### src/rtl/sprite_line_render_if.sv
// Bundle of the selected-sprite list, OAM / pattern memory read ports and line buffer write port
// as seen by the sprite line renderer (master) and its environment (slave).
interface sprite_line_render_if #(
    parameter int unsigned MAX_OBJ_PER_LINE = 32,
    parameter int unsigned OAM_ADDR_SIZE    = 6
);
    logic [MAX_OBJ_PER_LINE-1:0][OAM_ADDR_SIZE:0] buffer_array;
    logic                                         line_prepared;
    logic [9:0]                                   sy;
    logic [OAM_ADDR_SIZE-1:0]                     oam_addr;
    logic [31:0]                                  oam_data;
    logic [11:0]                                  sprite_addr;
    logic [63:0]                                  sprite_data;
    logic                                         lb_we;
    logic [9:0]                                   lb_addr;
    logic [4:0]                                   lb_data;
    logic                                         line_done;

    modport master (
        input  buffer_array, line_prepared, sy, oam_data, sprite_data,
        output oam_addr, sprite_addr, lb_we, lb_addr, lb_data, line_done
    );

    modport slave (
        output buffer_array, line_prepared, sy, oam_data, sprite_data,
        input  oam_addr, sprite_addr, lb_we, lb_addr, lb_data, line_done
    );
endinterface

### src/rtl/sprite_line_render.sv
// Walks the per-line selected-sprite list from the highest index down, fetches OAM entry and
// pattern row for each valid sprite and writes its opaque, on-screen pixels into the line buffer.
module sprite_line_render #(
    parameter int unsigned MAX_OBJ_PER_LINE = 32,
    parameter int unsigned OAM_ADDR_SIZE    = 6,
    parameter int unsigned LINE_WIDTH       = 640
) (
    input  logic                 clk,
    input  logic                 reset,
    sprite_line_render_if.master bus_io
);
    localparam int unsigned     IdxW      = (MAX_OBJ_PER_LINE > 1) ? $clog2(MAX_OBJ_PER_LINE) : 1;
    localparam logic [IdxW-1:0] IdxLast   = IdxW'(MAX_OBJ_PER_LINE - 1);
    localparam logic [10:0]     LineWidth = 11'(LINE_WIDTH);

    typedef enum logic [2:0] {
        StIdle, StScan, StOamWait, StRowWait, StDraw, StDone
    } state_e;

    state_e                   state_q;
    logic [IdxW-1:0]          idx_q;
    logic                     prep_q;
    logic [3:0]               col_q;
    logic [9:0]               x_q;
    logic                     pri_q;
    logic                     xflip_q;
    logic [63:0]              pix_q;
    logic [OAM_ADDR_SIZE-1:0] oam_addr_q;
    logic [11:0]              sprite_addr_q;
    logic                     lb_we_q;
    logic [9:0]               lb_addr_q;
    logic [4:0]               lb_data_q;
    logic                     line_done_q;

    logic [OAM_ADDR_SIZE:0] entry;
    logic [9:0]             dy;
    logic [3:0]             row;
    logic                   last_entry;

    assign entry      = bus_io.buffer_array[idx_q];
    assign dy         = bus_io.sy - bus_io.oam_data[27:18];
    assign row        = dy[3:0] ^ {4{bus_io.oam_data[30]}};
    assign last_entry = (idx_q == '0);

    // Line buffer outputs run one column ahead: ROW_WAIT prepares column 0 from the live pattern
    // data, so each DRAW cycle shows the write for its own column.
    logic [3:0]  draw_col;
    logic [3:0]  src_p;
    logic [63:0] draw_src;
    logic [3:0]  draw_pix;
    logic [10:0] draw_tgt;
    logic        draw_we;

    always_comb begin
        draw_col = (state_q == StRowWait) ? 4'd0 : col_q + 4'd1;
        draw_src = (state_q == StRowWait) ? bus_io.sprite_data : pix_q;
        src_p    = xflip_q ? ~draw_col : draw_col;
        draw_pix = draw_src[{src_p, 2'b00} +: 4];
        draw_tgt = {1'b0, x_q} + {7'd0, draw_col};
        draw_we  = (draw_pix != 4'd0) && (draw_tgt < LineWidth);
    end

    always_ff @(posedge clk) begin
        if (reset) begin
            state_q       <= StIdle;
            idx_q         <= IdxLast;
            prep_q        <= 1'b0;
            col_q         <= 4'd0;
            x_q           <= 10'd0;
            pri_q         <= 1'b0;
            xflip_q       <= 1'b0;
            pix_q         <= 64'd0;
            oam_addr_q    <= '0;
            sprite_addr_q <= 12'd0;
            lb_we_q       <= 1'b0;
            lb_addr_q     <= 10'd0;
            lb_data_q     <= 5'd0;
            line_done_q   <= 1'b0;
        end else begin
            prep_q  <= bus_io.line_prepared;
            lb_we_q <= 1'b0;
            if (state_q != StIdle && !bus_io.line_prepared) begin
                state_q     <= StIdle;
                line_done_q <= 1'b0;
            end else begin
                unique case (state_q)
                    StIdle: begin
                        if (bus_io.line_prepared && !prep_q) begin
                            state_q <= StScan;
                            idx_q   <= IdxLast;
                        end
                    end
                    StScan: begin
                        if (entry[0]) begin
                            oam_addr_q <= entry[OAM_ADDR_SIZE:1];
                            state_q    <= StOamWait;
                        end else if (last_entry) begin
                            state_q     <= StDone;
                            line_done_q <= 1'b1;
                        end else begin
                            idx_q <= idx_q - 1'b1;
                        end
                    end
                    StOamWait: begin
                        x_q           <= bus_io.oam_data[17:8];
                        pri_q         <= bus_io.oam_data[28];
                        xflip_q       <= bus_io.oam_data[29];
                        sprite_addr_q <= {bus_io.oam_data[7:0], row};
                        if (bus_io.oam_data[31]) begin
                            state_q <= StRowWait;
                        end else if (last_entry) begin
                            state_q     <= StDone;
                            line_done_q <= 1'b1;
                        end else begin
                            idx_q   <= idx_q - 1'b1;
                            state_q <= StScan;
                        end
                    end
                    StRowWait: begin
                        pix_q     <= bus_io.sprite_data;
                        col_q     <= 4'd0;
                        state_q   <= StDraw;
                        lb_we_q   <= draw_we;
                        lb_addr_q <= draw_tgt[9:0];
                        lb_data_q <= {pri_q, draw_pix};
                    end
                    StDraw: begin
                        if (col_q == 4'd15) begin
                            if (last_entry) begin
                                state_q     <= StDone;
                                line_done_q <= 1'b1;
                            end else begin
                                idx_q   <= idx_q - 1'b1;
                                state_q <= StScan;
                            end
                        end else begin
                            col_q     <= col_q + 4'd1;
                            lb_we_q   <= draw_we;
                            lb_addr_q <= draw_tgt[9:0];
                            lb_data_q <= {pri_q, draw_pix};
                        end
                    end
                    StDone: begin
                        line_done_q <= 1'b1;
                    end
                    default: state_q <= StIdle;
                endcase
            end
        end
    end

    assign bus_io.oam_addr    = oam_addr_q;
    assign bus_io.sprite_addr = sprite_addr_q;
    assign bus_io.lb_we       = lb_we_q;
    assign bus_io.lb_addr     = lb_addr_q;
    assign bus_io.lb_data     = lb_data_q;
    assign bus_io.line_done   = line_done_q;
endmodule

### src/flat_wrapper.sv
// flat-port wrapper written by rule: the top's interface ports become plain ports
module sprite_line_render_flat 
#(
    parameter int unsigned MAX_OBJ_PER_LINE = 32,
    parameter int unsigned OAM_ADDR_SIZE    = 6,
    parameter int unsigned LINE_WIDTH       = 640
)
  (clk, reset, bus_io_buffer_array, bus_io_line_prepared, bus_io_sy, bus_io_oam_data, bus_io_sprite_data, bus_io_oam_addr, bus_io_sprite_addr, bus_io_lb_we, bus_io_lb_addr, bus_io_lb_data, bus_io_line_done);
  sprite_line_render_if #(.MAX_OBJ_PER_LINE(MAX_OBJ_PER_LINE), .OAM_ADDR_SIZE(OAM_ADDR_SIZE)) bus_io_i ();
  input  logic clk;
  input  logic reset;
  input wire logic [$bits(bus_io_i.buffer_array)-1:0] bus_io_buffer_array;
  input wire logic [$bits(bus_io_i.line_prepared)-1:0] bus_io_line_prepared;
  input wire logic [$bits(bus_io_i.sy)-1:0] bus_io_sy;
  input wire logic [$bits(bus_io_i.oam_data)-1:0] bus_io_oam_data;
  input wire logic [$bits(bus_io_i.sprite_data)-1:0] bus_io_sprite_data;
  output wire logic [$bits(bus_io_i.oam_addr)-1:0] bus_io_oam_addr;
  output wire logic [$bits(bus_io_i.sprite_addr)-1:0] bus_io_sprite_addr;
  output wire logic [$bits(bus_io_i.lb_we)-1:0] bus_io_lb_we;
  output wire logic [$bits(bus_io_i.lb_addr)-1:0] bus_io_lb_addr;
  output wire logic [$bits(bus_io_i.lb_data)-1:0] bus_io_lb_data;
  output wire logic [$bits(bus_io_i.line_done)-1:0] bus_io_line_done;
  assign bus_io_i.buffer_array = bus_io_buffer_array;
  assign bus_io_i.line_prepared = bus_io_line_prepared;
  assign bus_io_i.sy = bus_io_sy;
  assign bus_io_i.oam_data = bus_io_oam_data;
  assign bus_io_i.sprite_data = bus_io_sprite_data;
  assign bus_io_oam_addr = bus_io_i.oam_addr;
  assign bus_io_sprite_addr = bus_io_i.sprite_addr;
  assign bus_io_lb_we = bus_io_i.lb_we;
  assign bus_io_lb_addr = bus_io_i.lb_addr;
  assign bus_io_lb_data = bus_io_i.lb_data;
  assign bus_io_line_done = bus_io_i.line_done;
  sprite_line_render #(.MAX_OBJ_PER_LINE(MAX_OBJ_PER_LINE), .OAM_ADDR_SIZE(OAM_ADDR_SIZE), .LINE_WIDTH(LINE_WIDTH)) u_core (.clk(clk), .reset(reset), .bus_io(bus_io_i));
endmodule
### config.mk
export PLATFORM = sky130hd
export DESIGN_NAME = sprite_line_render_flat
export DESIGN_NICKNAME = d
export VERILOG_FILES = /design/src/rtl/sprite_line_render_if.sv /design/src/rtl/sprite_line_render.sv /design/src/flat_wrapper.sv
export SDC_FILE = /design/constraint.sdc
export NUM_CORES = 1
export LEC_CHECK = 0
export CAP_MARGIN = 30
export CORE_ASPECT_RATIO = 0.75
export CORE_MARGIN = 2
export CORE_UTILIZATION = 35
export DETAILED_ROUTE_END_ITERATION = 12
export PLACE_DENSITY = 0.72
export SETUP_SLACK_MARGIN = 0.02
export SLEW_MARGIN = 10
export SYNTH_ARGS = -nofsm -noshare
export SYNTH_HDL_FRONTEND = slang
export SYNTH_SLANG_ARGS = --single-unit
### constraint.sdc
create_clock -name clk -period 2.9 [get_ports clk]
set_input_delay 0.29 -clock clk [delete_from_list [all_inputs] [get_ports clk]]
set_output_delay 0.29 -clock clk [all_outputs]
set_load 0.03 [all_outputs]
==> results of run 1 <==
## registers in the layout, summed over array words and instances, names as in the netlist
register                   cells
u_core.bus_io.oam_addr         6
u_core.x_q                    10
u_core.pix_q                  64
u_core.bus_io.lb_data          5
u_core.bus_io.sprite_addr     12
u_core.pri_q                   1
u_core.col_q                   4
u_core.prep_q                  1
u_core.bus_io.lb_we            1
u_core.idx_q                   5
u_core.state_q                 3
u_core.xflip_q                 1
u_core.bus_io.line_done        1
u_core.bus_io.lb_addr         10
## layout by cell type, fill, tap and decap left out, types with 4 or more instances in the layout
cell,count
sky130_fd_sc_hd__mux4_2,71
sky130_fd_sc_hd__or3_1,5
sky130_fd_sc_hd__a2bb2oi_1,4
sky130_fd_sc_hd__buf_12,4
sky130_fd_sc_hd__a211oi_2,6
sky130_fd_sc_hd__nand2b_1,11
sky130_fd_sc_hd__clkdlybuf4s50_1,354
sky130_fd_sc_hd__clkbuf_16,17
sky130_fd_sc_hd__inv_1,10
sky130_fd_sc_hd__mux2i_1,13
sky130_fd_sc_hd__inv_6,4
sky130_fd_sc_hd__nor4b_1,4
sky130_fd_sc_hd__nor2b_1,15
sky130_fd_sc_hd__xnor2_1,12
sky130_fd_sc_hd__a21oi_1,122
sky130_fd_sc_hd__a211oi_1,15
sky130_fd_sc_hd__buf_4,36
sky130_fd_sc_hd__a22o_1,7
sky130_fd_sc_hd__mux2_2,4
sky130_fd_sc_hd__nor3_1,13
sky130_fd_sc_hd__xor2_1,7
sky130_fd_sc_hd__o21a_1,4
sky130_fd_sc_hd__o21ai_0,20
sky130_fd_sc_hd__dfxtp_1,121
sky130_fd_sc_hd__nand3_1,11
sky130_fd_sc_hd__and2_1,4
sky130_fd_sc_hd__o22ai_1,11
sky130_fd_sc_hd__and3_1,4
sky130_fd_sc_hd__nand2_1,234
sky130_fd_sc_hd__a31oi_1,5
sky130_fd_sc_hd__nor2_1,70
sky130_fd_sc_hd__ha_1,10
## power by group
part / internal [mW] / switching (mW)
clock: 1.39 / 0.860
combinational: 1.25 / 1.05
sequential: 1.79 / 0.0722
## metrics by stage
stage	total power, mW	instance area [sq um]	worst slack [ns]
CTS	6.45	12600	0.0341
detailed placement	4.18	12000	0.0710
finish	6.41	12700	0.127
global placement	4.15	12000	0.0901
floorplan	3.28	8070	0.0567
global route	6.74	12700	0.0284
## critical path, cell delays in order, from the launching register on
cell	delay, ns
sky130_fd_sc_hd__dfxtp_1	0.32
sky130_fd_sc_hd__ha_1	0.38
sky130_fd_sc_hd__buf_4	0.20
sky130_fd_sc_hd__and2_1	0.16
sky130_fd_sc_hd__fa_1	0.41
sky130_fd_sc_hd__a21o_1	0.20
sky130_fd_sc_hd__a21oi_1	0.29
sky130_fd_sc_hd__nor2_1	0.13
sky130_fd_sc_hd__nand3_1	0.14
sky130_fd_sc_hd__and4b_1	0.19
sky130_fd_sc_hd__o21ai_0	0.08
sky130_fd_sc_hd__and3_1	0.17
## final cells by class
cell class | instances | area (sq um) | share of cell area, %
clock buffers | 18 | 439 | 3.47
repair buffers | 394 | 3890 | 30.7
inverters | 12 | 47.5 | 0.375
flip-flops and latches | 124 | 2490 | 19.6
well taps | 300 | 375 | 2.96
multi-input cells | 734 | 5240 | 41.4
clock inverters | 14 | 183 | 1.44
## per-layer routing
layer	vias to the layer above	wire length, um	global-route usage [%]
li1	4076	-	-
met4	0	697	7.84
met3	47	2750	6.57
met2	346	13000	36.8
met5	-	0	0
met1	3999	13200	33.2
## cells by family after synthesis
kind of cell	share of synthesized area [%]
multiplexers	22.3
buffers and inverters	4.54
AND/OR/NAND/NOR	20.9
adder cells (fa/ha/maj)	2.17
flip-flops	30.8
AO/OA/AOI/OAI	17.0
XOR/XNOR	2.37
## final timing paths
| kind | endpoint | slack [ns] | depth (start not counted) | startpoint |
|---|---|---|---|---|
| max reg2reg | u_core.bus_io.lb_we$_SDFF_PP0_ | 0.13 | 11 | u_core.col_q[0]$_SDFFE_PP0P_ |
| min reg2reg | u_core.bus_io.lb_data[4]$_SDFFE_PP0P_ | 0.45 | 2 | u_core.pri_q$_SDFFE_PP0P_ |
| max | u_core.bus_io.lb_we$_SDFF_PP0_ | 0.13 | 11 | u_core.col_q[0]$_SDFFE_PP0P_ |
| min | u_core.pix_q[33]$_SDFFE_PP0N_ | 0.38 | 2 | reset |
==> reports/results.txt, run 1 <==
number of remaining DRC errors: 0
via count of the first global-routing pass: 8043
Filler cells: 2094
layout cell share with drive strength beyond 1: 13.2%
buffer count from post-CTS setup fixing: 0
min-delay worst type: input port to flip-flop
arrival time at the worst endpoint: 3.09 ns
count of endpoints failing setup in the final report: 0
reported max-cap violation count: 0
Syn-to-layout area delta: 57.0%
violation count after the first detailed-route iteration: 651
syn nets: 1294
most instantiated cells after synthesis: 236 x sky130_fd_sc_hd__nand2_1, 124 x sky130_fd_sc_hd__dfxtp_1, 123 x sky130_fd_sc_hd__a21oi_1, 71 x sky130_fd_sc_hd__mux4_2, 70 x sky130_fd_sc_hd__nor2_1
maximum fanout along the worst path: 8
worst-case vdd ir drop: 0.000357 V
most frequent cell after synthesis: sky130_fd_sc_hd__nand2_1
data required time at the worst endpoint: 3.22 ns
Post-CTS Hold Buffers: 0
number of distinct standard cells referenced by the synthesized netlist: 64
shortest clock period the worst path allows after layout: 2.77 ns
Final Hold Violating Endpoints: 0
maximum number of pins on one net before global-route repair: 71
portion of synthesized cell area occupied by the leading cell type: 30.8%
total overflow reported by the global router: 0
cell area after synthesis: 8070 sq um
Final Util: 55.5%
die height: 135 um
Lkg Pwr: 4.57 nW
Root Buffer Master: sky130_fd_sc_hd__clkbuf_16
synthesized instance count: 949
setup TNS after final layout: 0 ns
category of the most critical setup path: flip-flop to flip-flop
total count of max-transition violations in the final report: 0
Detail Placement HPWL: 22900 um
library cell with the largest summed area after synthesis: sky130_fd_sc_hd__dfxtp_1
Horiz. Die Dim: 179 um
#FFs+latches synth: 124
number of placement rows: 48
Non-Filler Instances: 1596
type of origin of the critical path: flip-flop
Crit. End Element: flip-flop
starting density of the core: 35.4%
CTS-repair resized insts: 0
worst hold margin: 0.383 ns
WL/cell: 18.6 um
Placed Cells: 1564
number of H-tree branching levels: 4
primary flip-flop cell chosen by synthesis mapping: sky130_fd_sc_hd__dfxtp_1
share of the yosys chip area belonging to registers: 30.8%
worst-margin pin slew: 0.677 ns
initial antenna violation count: 0
core box area: 22800 sq um
leading cell types by total area after synthesis: sky130_fd_sc_hd__dfxtp_1 31%, sky130_fd_sc_hd__mux4_2 20%, sky130_fd_sc_hd__nand2_1 11%, sky130_fd_sc_hd__a21oi_1 7.6%, sky130_fd_sc_hd__nor2_1 3.3%
number of flops mapped to enable cells by yosys: 0
post-synthesis async set-or-reset flop share: 0%
overall global routing resource usage: 24.2%
pwr dens: 506 nW/um^2
number of nets with antenna violations after detailed routing: 0
maximum clock insertion buffer count: 2
CTS tree: done
drt pass-1 iters: 7
I/O pin count: 368
Avg Cell Area, Syn: 8.50 sq um
gp weighted congestion: 0.887
unrepaired setup endpoints after global routing: true
ratio of routed vias to standard cells: 5.31
status: finished, final reports clean
clock tree skew after final layout: 0.0110 ns
first-pass GRT wire length: 44700 um
Yosys warnings: 0
DRT Wirelength: 29600 um
headroom to the max-slew limit: 54.7%
CTS sink cnt: 124
antenna diode count: 0
post-route fraction of the period consumed by the critical path: 95.6%
clock transition at the registers of the reported paths: 0.06 ns
Die Outline Area: 24300 sq um
DR vias: 8468
buffers added on ports: 355
TritonCTS Buffers: 17
Final Net Count: 1628
maximum clock rate: 0.361 GHz
clock insertion delay at the later pin of the skew report: 0.42 ns
Power figures use the tool's default switching activity.
==> run 2, diff against run 1 <==
--- a/config.mk
+++ b/config.mk
@@ -5,7 +5,7 @@
 export SDC_FILE = /design/constraint.sdc
 export NUM_CORES = 1
 export LEC_CHECK = 0
-export CAP_MARGIN = 30
+export CAP_MARGIN = 5
 export CORE_ASPECT_RATIO = 0.75
 export CORE_MARGIN = 2
 export CORE_UTILIZATION = 35
==> run 2 against run 1 <==
Effect of this change: register-to-register slack gained 0.04 ns; utilization is 0.093 points lower; via count shrank 0.18%; final cell count is 0.19% higher; first-iteration DRC count is 1.2% higher; global-route usage fell by 0.084 points; clock power shrank 7%; clock skew fell by 0.0021 ns; largest power group unchanged.
==> reports/results.txt, run 2 (synthesis results as in run 1) <==
data required time at the worst endpoint: 3.27 ns (+0.05 ns)
Filler cells: 2070 (-1.1%)
status: finished, final reports clean
maximum clock insertion buffer count: 2 (unchanged)
arrival time at the worst endpoint: 3.10 ns (about the same)
Syn-to-layout area delta: 56.8%
end point of the worst hold path: u_core.pix_q[33]$_SDFFE_PP0N_
Int Power: 4.24 mW (-4.3%)
unrepaired setup endpoints after global routing: true
number of placement rows: 48 (unchanged)
register bank with the most flops: u_core.pix_q
initial antenna violation count: 0 (unchanged)
DR vias: 8453 (-0.18%)
clock insertion delay at the later pin of the skew report: 0.42 ns (about the same)
switching power: 2.02 mW (+1.7%)
count of endpoints failing setup in the final report: 0 (unchanged)
worst-margin pin slew: 1.11 ns (+0.435 ns)
antenna diode count: 0 (unchanged)
R2R setup slack: 0.17 ns (+0.04 ns)
clock tree skew after final layout: 0.00891 ns (-0.00210 ns)
number of remaining DRC errors: 0 (unchanged)
Worst Reg-to-Reg Cells: 11 (unchanged)
layout cell share with drive strength beyond 1: 13.5% (+0.28 points)
Final Net Count: 1631 (+0.18%)
min-delay worst type: input port to flip-flop
pwr dens: 495 nW/um^2 (-2.3%)
count of cells along the worst hold path: 2 (unchanged)
worst-case vdd ir drop: 0.000433 V (+21%)
headroom to the max-slew limit: 25.4% (-29 points)
Sequential cell area: 2490 sq um (about the same)
reported max-cap violation count: 0 (unchanged)
Root Buffer Master: sky130_fd_sc_hd__clkbuf_16
die height: 135 um (unchanged)
overall global routing resource usage: 24.1% (-0.084 points)
I/O pin count: 368 (unchanged)
leading cell types in the layout, fill and taps excluded: 354 x sky130_fd_sc_hd__clkdlybuf4s50_1, 234 x sky130_fd_sc_hd__nand2_1, 122 x sky130_fd_sc_hd__a21oi_1, 122 x sky130_fd_sc_hd__dfxtp_1, 71 x sky130_fd_sc_hd__mux4_2
CTS tree: done
Worst path max stage delay: 0.41 ns (about the same)
number of flip-flops in the largest register: 64 (unchanged)
Lkg Pwr: 4.55 nW (-0.42%)
core box area: 22800 sq um (unchanged)
total overflow reported by the global router: 0 (unchanged)
clock transition at the registers of the reported paths: 0.06 ns (about the same)
Crit. End Element: flip-flop
number of nets with antenna violations after detailed routing: 0 (unchanged)
Die Outline Area: 24300 sq um (unchanged)
CTS sink cnt: 124 (unchanged)
leading cell type in the layout, fill and taps excluded: sky130_fd_sc_hd__clkdlybuf4s50_1
maximum fanout along the worst path: 8 (unchanged)
Buf/Inv on CP: 1 (unchanged)
Horiz. Die Dim: 179 um (unchanged)
end of the worst register-to-register path: u_core.bus_io.lb_we$_SDFF_PP0_
buffers added on ports: 355 (unchanged)
WL/cell: 18.6 um (about the same)
maximum clock rate: 0.366 GHz (+1.4%)
gp weighted congestion: 0.887 (unchanged)
type of origin of the critical path: flip-flop
beginning of the worst hold path: reset
number of H-tree branching levels: 4 (unchanged)
starting density of the core: 35.4% (unchanged)
kind of cell adding the most delay to the critical path: compound AO/OA/AOI/OAI gates
total count of max-transition violations in the final report: 0 (unchanged)
power share of the sequential group: 29.7% (+0.7 points)
Combinational Power Share: 36.7% (+0.8 points)
multi-input combinational cell area: 5240 sq um (about the same)
DRT Wirelength: 29700 um (+0.23%)
post-route fraction of the period consumed by the critical path: 94.3% (-1.3 points)
relative contribution of the clock network to total power: 33.6% (-1.5 points)
worst reg2reg path startpoint: u_core.col_q[0]$_SDFFE_PP0P_
Detail Placement HPWL: 22900 um (-0.18%)
via count of the first global-routing pass: 8046 (+0.037%)
violation count after the first detailed-route iteration: 659 (+1.2%)
TritonCTS Buffers: 17 (unchanged)
overall power after layout: 6.26 mW (-2.4%)
setup TNS after final layout: 0 ns (unchanged)
first-pass GRT wire length: 45000 um (+0.57%)
maximum number of pins on one net before global-route repair: 71 (unchanged)
drt pass-1 iters: 5 (-2)
cell type of the slowest stage on the worst timing path: sky130_fd_sc_hd__fa_1
category of the most critical setup path: flip-flop to flip-flop
sequence of cells on the critical path: ha_1 > buf_4 > and2_1 > fa_1 > a21o_1 > a21oi_1 > nor2_1 > nand3_1 > o21ai_0 > a211oi_1 > and3_1
switching power share of the total: 32.3% (+1.3 points)
ratio of routed vias to standard cells: 5.29 (-0.36%)
Final Hold Violating Endpoints: 0 (unchanged)
shortest clock period the worst path allows after layout: 2.73 ns (-0.0388 ns)
[run 2: power groups by stage]
stage | Combinational, mW | Sequential [mW] | Clock (mW)
after floorplan | 1.34 | 1.94 | 0
after global placement | 2.26 | 1.89 | 0
after detailed placement | 2.28 | 1.89 | 0
after CTS | 2.29 | 1.86 | 2.14
after global routing | 2.48 | 1.87 | 2.22
final | 2.30 | 1.86 | 2.10
[run 2: worst max path at each step]
stage                                         startpoint                                     end  slack [ns]  depth (start not counted)
after global placement            bus_io_buffer_array[0]  u_core.bus_io.oam_addr[0]$_SDFFE_PP0P_        0.09                          8
after detailed placement    u_core.col_q[0]$_SDFFE_PP0P_          u_core.bus_io.lb_we$_SDFF_PP0_        0.06                         12
after global routing        u_core.col_q[0]$_SDFFE_PP0P_          u_core.bus_io.lb_we$_SDFF_PP0_       -0.02                         11
after CTS                   u_core.col_q[0]$_SDFFE_PP0P_          u_core.bus_io.lb_we$_SDFF_PP0_        0.04                         12
final                       u_core.col_q[0]$_SDFFE_PP0P_          u_core.bus_io.lb_we$_SDFF_PP0_        0.17                         11
after floorplan           u_core.state_q[2]$_SDFFE_PP0P_          u_core.bus_io.lb_we$_SDFF_PP0_        0.06                         14
[run 2: final cells by class]
class                      instances  area share (%)
tap                              300            2.97
inverter                          12           0.386
sequential                       124            19.7
clock inverter                    15            1.20
multi-input combinational        734            41.5
clock buffer                      17            3.36
timing repair buffer             397            31.0
[run 2: what timing repair did]
item                                    in CTS  in global routing
hold buffers                                 0                  0
setup buffers                                0                  4
endpoints found under the hold margin        0                  0
resized for setup                            0                  7
endpoints found under the setup margin       0                  7
[run 2: per-layer routing]
metal / track usage (%) / up-vias / part of all wire [%]
li1: - / 4079 / -
met1: 33.6 / 4019 / 46
met2: 37.6 / 330 / 45
met3: 6.54 / 25 / 8.5
met4: 4.48 / 0 / 1.1
met5: 0 / - / 0
[run 2: per-stage QoR]
step	utilization [%]	area [sq um]	hold WS, ns	setup WS, ns	instances
final	55.4	12600	0.370	0.166	1599
after global routing	55.4	12600	0.382	-0.0244	1599
after CTS	55.2	12600	0.359	0.0411	1595
after detailed placement	52.7	12000	0.444	0.0586	1563
after global placement	52.7	12000	0.437	0.0901	1563
after floorplan	-	8070	0.426	0.0567	949
